==> src/rtl/prodacc_pkg.sv <==
// Shared types and constants for the product accumulator: FSM state encoding and bus widths.
package prodacc_pkg;

    localparam int unsigned PROD_W  = 8;
    localparam int unsigned CNT_W   = 8;
    localparam int unsigned STATE_W = 2;

    typedef enum logic [STATE_W-1:0] {
        ST_IDLE,
        ST_ACCUM,
        ST_HOLD
    } state_e;

endpackage

==> src/rtl/acc_adder.sv <==
// Accumulator adder: acc + prod at ACC_W+1 bits, with carry-out.
// Macro PRODUCT_ACCUMULATOR_SAT_EN clamps an overflowing sum to all-ones instead of wrapping.
module acc_adder
    import prodacc_pkg::*;
#(
    parameter int unsigned ACC_W = 12
) (
    input  logic [ACC_W-1:0]  acc_i,
    input  logic [PROD_W-1:0] prod_i,
    output logic [ACC_W-1:0]  sum_c_o,
    output logic              carry_c_o
);

    localparam int unsigned SUM_W = ACC_W + 1;

    logic [SUM_W-1:0] wide_c;

    assign wide_c    = SUM_W'(acc_i) + SUM_W'(prod_i);
    assign carry_c_o = wide_c[ACC_W];

`ifdef PRODUCT_ACCUMULATOR_SAT_EN
    // A saturated accumulator overflows again on any nonzero product, so it stays clamped.
    assign sum_c_o = carry_c_o ? {ACC_W{1'b1}} : wide_c[ACC_W-1:0];
`else
    assign sum_c_o = wide_c[ACC_W-1:0];
`endif

endmodule

==> src/rtl/product_accumulator.sv <==
// Groups a stream of 8-bit products into sums of up to MAX_TERMS terms with a ready/valid result port.
// Optional macro PRODUCT_ACCUMULATOR_SAT_EN selects a saturating accumulator (see acc_adder).
module product_accumulator
    import prodacc_pkg::*;
#(
    parameter int unsigned ACC_W     = 12,
    parameter int unsigned MAX_TERMS = 16
) (
    input  logic              clk,
    input  logic              rst_n,
    input  logic              in_valid,
    output logic              in_ready,
    input  logic [PROD_W-1:0] prod,
    input  logic              in_last,
    output logic              out_valid,
    input  logic              out_ready,
    output logic [ACC_W-1:0]  acc_out,
    output logic [CNT_W-1:0]  term_cnt,
    output logic              ovf
);

    state_e           state_q, state_d;
    logic [ACC_W-1:0] acc_q, acc_d, acc_out_q, acc_out_d, sum_c;
    logic [CNT_W-1:0] cnt_q, cnt_d, term_cnt_q, term_cnt_d, cnt_inc_c;
    logic             ovf_q, ovf_d, ovf_out_q, ovf_out_d;
    logic             out_valid_q, out_valid_d, in_ready_q, in_ready_d;
    logic             carry_c, accept_c, close_c;
    logic [1:0]       rst_sync_q;

    assign accept_c  = in_valid && in_ready_q && rst_sync_q[1];
    assign cnt_inc_c = cnt_q + CNT_W'(1);

    acc_adder #(
        .ACC_W (ACC_W)
    ) u_acc_adder (
        .acc_i     (acc_q),
        .prod_i    (prod),
        .sum_c_o   (sum_c),
        .carry_c_o (carry_c)
    );

    // Reset-release synchroniser: beats are only taken once the release has propagated.
    always_ff @(posedge clk or negedge rst_n) begin
        if (!rst_n) begin
            rst_sync_q <= 2'b00;
        end else begin
            rst_sync_q <= {rst_sync_q[0], 1'b1};
        end
    end

    always_ff @(posedge clk or negedge rst_n) begin
        if (!rst_n) begin
            state_q     <= ST_IDLE;
            acc_q       <= '0;
            cnt_q       <= '0;
            ovf_q       <= 1'b0;
            acc_out_q   <= '0;
            term_cnt_q  <= '0;
            ovf_out_q   <= 1'b0;
            out_valid_q <= 1'b0;
            in_ready_q  <= 1'b1;
        end else begin
            state_q     <= state_d;
            acc_q       <= acc_d;
            cnt_q       <= cnt_d;
            ovf_q       <= ovf_d;
            acc_out_q   <= acc_out_d;
            term_cnt_q  <= term_cnt_d;
            ovf_out_q   <= ovf_out_d;
            out_valid_q <= out_valid_d;
            in_ready_q  <= in_ready_d;
        end
    end

    always_comb begin
        state_d     = state_q;
        acc_d       = acc_q;
        cnt_d       = cnt_q;
        ovf_d       = ovf_q;
        acc_out_d   = acc_out_q;
        term_cnt_d  = term_cnt_q;
        ovf_out_d   = ovf_out_q;
        out_valid_d = out_valid_q;
        close_c     = 1'b0;

        case (state_q)
            ST_IDLE: begin
                if (accept_c) begin
                    acc_d   = ACC_W'(prod);
                    cnt_d   = CNT_W'(1);
                    ovf_d   = 1'b0;
                    state_d = ST_ACCUM;
                    close_c = in_last || (CNT_W'(MAX_TERMS) == CNT_W'(1));
                end
            end
            ST_ACCUM: begin
                if (accept_c) begin
                    acc_d   = sum_c;
                    cnt_d   = cnt_inc_c;
                    ovf_d   = ovf_q || carry_c;
                    close_c = in_last || (cnt_inc_c == CNT_W'(MAX_TERMS));
                end
            end
            ST_HOLD: begin
                if (out_ready) begin
                    state_d     = ST_IDLE;
                    out_valid_d = 1'b0;
                end
            end
            default: state_d = ST_IDLE;
        endcase

        // Closing beat: publish the just-computed group result next cycle.
        if (close_c) begin
            state_d     = ST_HOLD;
            acc_out_d   = acc_d;
            term_cnt_d  = cnt_d;
            ovf_out_d   = ovf_d;
            out_valid_d = 1'b1;
        end

        in_ready_d = (state_d != ST_HOLD);
    end

    assign in_ready  = in_ready_q;
    assign out_valid = out_valid_q;
    assign acc_out   = acc_out_q;
    assign term_cnt  = term_cnt_q;
    assign ovf       = ovf_out_q;

endmodule
==> config.mk <==
export PLATFORM = sky130hd
export DESIGN_NAME = product_accumulator
export DESIGN_NICKNAME = d
export VERILOG_FILES = /design/src/rtl/prodacc_pkg.sv /design/src/rtl/acc_adder.sv /design/src/rtl/product_accumulator.sv
export SDC_FILE = /design/constraint.sdc
export NUM_CORES = 1
export LEC_CHECK = 0
export ABC_AREA = 0
export CAP_MARGIN = 20
export CORE_ASPECT_RATIO = 1.75
export CORE_MARGIN = 2
export CORE_UTILIZATION = 59
export DETAILED_ROUTE_END_ITERATION = 10
export HOLD_SLACK_MARGIN = 0.1
export PLACE_DENSITY = 0.81
export SYNTH_ARGS = -nofsm -noshare
export SYNTH_HDL_FRONTEND = slang
export SYNTH_SLANG_ARGS = --single-unit
==> constraint.sdc <==
create_clock -name clk -period 6.14 [get_ports clk]
set_clock_uncertainty 0.2 [all_clocks]
set_input_delay 1.842 -clock clk [delete_from_list [all_inputs] [get_ports clk]]
set_output_delay 1.842 -clock clk [all_outputs]
set_load 0.03 [all_outputs]
==> metrics.yaml <==
power_and_ir_drop:
  clkPwrFrac_pct: 16.1
  peakVddDrop_v: 0.000374
  switching_share_pct: 39.5
  p_total_mw: 1.26
  p_seq_share_pct: 39.2
  p_leak_nw: 1.41
  p_comb_share_pct: 44.8
  p_int_mw: 0.763
  power_density_mw_per_mm2: 408
  p_sw_mw: 0.497
global_routing:
  grt_antenna_before_repair: 0
  overflow: 0
  grt_pass1_vias: 1919
  grt_pass1_wl_um: 8770
  grtUsageTotal_pct: 23.4
  grt_max_degree: 49
clock_tree:
  cts_tree: "yes"
  clock-sinks: 48
  clk_path_buf_depth: 2
  cts_resized: 0
  cts_buffers: 5
  clock_latency_ns: 0.30
  htree_num_levels: 2
  cts_setup_buffers: 0
  cts-root-buf: "clkbuf_8"
  clk_pin_slew_ns: 0.09
  postCtsHoldBufs: 0
logic_synthesis:
  syn_nets: 272
  syn_area_mm2: 0.00261
  synth_edf_count: 0
  yosys_register_bits: 48
  yosys_most_used_dff: "dfrtp_1"
  synthCells: 247
  synth_cell_types: 51
  synth.avg_cell_area_um2: 10.6
  synth_seq_area_share_pct: 46.1
  async_reset_ff_share_pct: 100
  yosys_warnings: 0
die:
  rows: 32
  initial_core_util_pct: 60.4
  fp.coreArea_mm2: 0.00432
  io_pins: 36
  die_w_um: 54.3
  die_h_um: 92.0
  die_area_mm2: 0.00499
cells_and_area:
  layout_commonest_cell: "dfrtp_1"
  fin_nets: 305
  syn_to_final_growth_pct: 18.3
  stdcell_count: 332
  drive_gt1_share_pct: 12.5
  final_cell_mix: "dfrtp_1, clkdlybuf4s50_1, nand2_1, o21ai_0, a21oi_1"
  nFillCells: 320
  fin_util_pct: 71.4
  n_antenna_cell: 0
worst_hold_path:
  hp-class: "register to register"
  min_path_cells: 0
  hold_path_end: "rst_sync_q[1]"
  hp-start: "rst_sync_q[0]"
route:
  vias: 1961
  first_pass_iters: 4
  wl_per_cell_um: 15.9
  vias_per_cell: 5.91
  wl_um: 5280
  drt_iter0_drc: 35
  drtAntennaViolNets: 0
  drc: 0
timing:
  worst_pin_slew_ns: 1.06
  fin_crit_sh_pct: 69.5
  drv_slew: 0
  max_freq_ghz: 0.234
  setup_violations: 0
  rsz0062_at_grt: "false"
  tns_ns: 0
  finalWorstPathRequiredPeriod_ns: 4.27
  relSlewSlack_pct: 29.6
  hold_viol_final: 0
worst_setup_path:
  r2r_cells: 5
  cp_max_fo: 30
  r2r-start: "state_q[0]"
  r2r-end: "acc_out[7]"
  crit_path_start: "in_valid"
  worst_setup_path_start_kind: "primary input"
  worst_ep_required_time_ns: 6.09
  arrival_ns: 4.22
  crit_type: "primary input to register"
  endpoint_kind: "register"
  r2r_slack_ns: 3.24
placed_design:
  globalplace.congestion: 0.815
  hpwl_um: 3650
  dpl.cell_count: 323
  buffer_ports.inserted: 35
flow_run:
  drv_cap: 0
status:
  outcome: "completed"
registers in the layout, indices dropped and copies added (netlist names):
signal      count
in_ready        1
rst_sync_q      2
term_cnt        8
ovf_q           1
acc_out        12
acc_q          12
cnt_q           8
state_q         2
ovf             1
out_valid       1
layer usage:
| layer | wire length (um) | global-route usage [%] | vias to the layer above |
|---|---|---|---|
| met5 | 0 | 0 | - |
| met4 | 79 | 6.46 | 0 |
| met3 | 154 | 3.91 | 9 |
| met2 | 2900 | 39.1 | 46 |
| met1 | 2140 | 30.4 | 959 |
| li1 | - | - | 947 |
final cells by class:
cell class / instances / area (um2) / area share (%)
multi-input combinational: 179 / 1310 / 42.4
sequential: 48 / 1200 / 39.0
timing repair buffer: 36 / 373 / 12.1
clock buffer: 8 / 100 / 3.24
tap: 51 / 63.8 / 2.07
inverter: 10 / 37.5 / 1.22
synth_stat cells, drive strengths merged, types with 2 or more instances:
cell type / count / area share (%)
dfrtp: 47 / 45
nand2: 26 / 3.7
o21ai: 19 / 3.6
mux2: 17 / 8.8
a21oi: 16 / 3.1
ha: 11 / 5.3
inv: 10 / 1.4
nor2: 9 / 1.3
nor3: 9 / 1.9
nand3: 8 / 1.9
a21o: 6 / 1.7
xnor2: 6 / 2.0
buf: 5 / 1.5
clkbuf: 5 / 0.77
mux2i: 4 / 1.5
nor2b: 4 / 0.96
a31oi: 3 / 1.3
and3: 3 / 0.72
nand2b: 3 / 0.72
nor3b: 3 / 0.86
o31ai: 3 / 0.86
xor2: 3 / 1.0
a211oi: 2 / 0.77
a22o: 2 / 0.67
a41oi: 2 / 0.67
o2111ai: 2 / 0.67
o211ai: 2 / 0.58
o21a: 2 / 0.58
or2: 2 / 0.58
worst max-delay path by stage:
| stage | cells past startpoint | end | slack [ns] |
|---|---|---|---|
| floorplan | 9 | acc_out[6] | 2.37 |
| global placement | 7 | acc_out[7] | 1.64 |
| detailed placement | 7 | acc_out[7] | 1.54 |
| CTS | 7 | acc_out[7] | 1.87 |
| global route | 7 | acc_out[7] | 1.74 |
| finish | 7 | acc_out[7] | 1.87 |
power by group through the flow:
stage	Sequential [mW]	Combinational, mW	Clock, mW
final	0.493	0.565	0.202
after detailed placement	0.497	0.561	0
after global placement	0.491	0.547	0
after global routing	0.508	0.623	0.217
after CTS	0.493	0.566	0.207
after floorplan	0.551	0.335	0
worst max-delay path: stages:
cell and delay, ns:
clkdlybuf4s50_1 0.49, nand3_2 0.10, or2_4 0.37, nor4_4 0.34, a31oi_4 0.42, a2111oi_0 0.57
a21oi_1 0.07
logic make-up (layout without fill, tap and decap cells):
group | count (synthesis) | in the layout | share of synthesized area (%)
buffers and inverters | 20 | 54 | 3.74
xor gates and xnor gates | 9 | 9 | 3.02
muxes | 21 | 21 | 10.3
DFF | 48 | 48 | 46.1
adders and majority gates | 12 | 12 | 6.04
AOI/OAI and AO/OA | 62 | 62 | 15.5
other | 1 | 1 | 0.144
and+or+nand+nor | 74 | 74 | 15.1
per-stage QoR:
step | hold WS [ns] | instance area (um2) | worst slack (ns)
6_report | 0.171 | 3090 | 1.87
5_1_grt | 0.185 | 3090 | 1.74
4_1_cts | 0.181 | 3060 | 1.87
3_5_place_dp | 0.161 | 2960 | 1.54
3_3_place_gp | 0.132 | 2960 | 1.64
2_1_floorplan | 0.131 | 2610 | 2.37
Power figures use the tool's default switching activity.
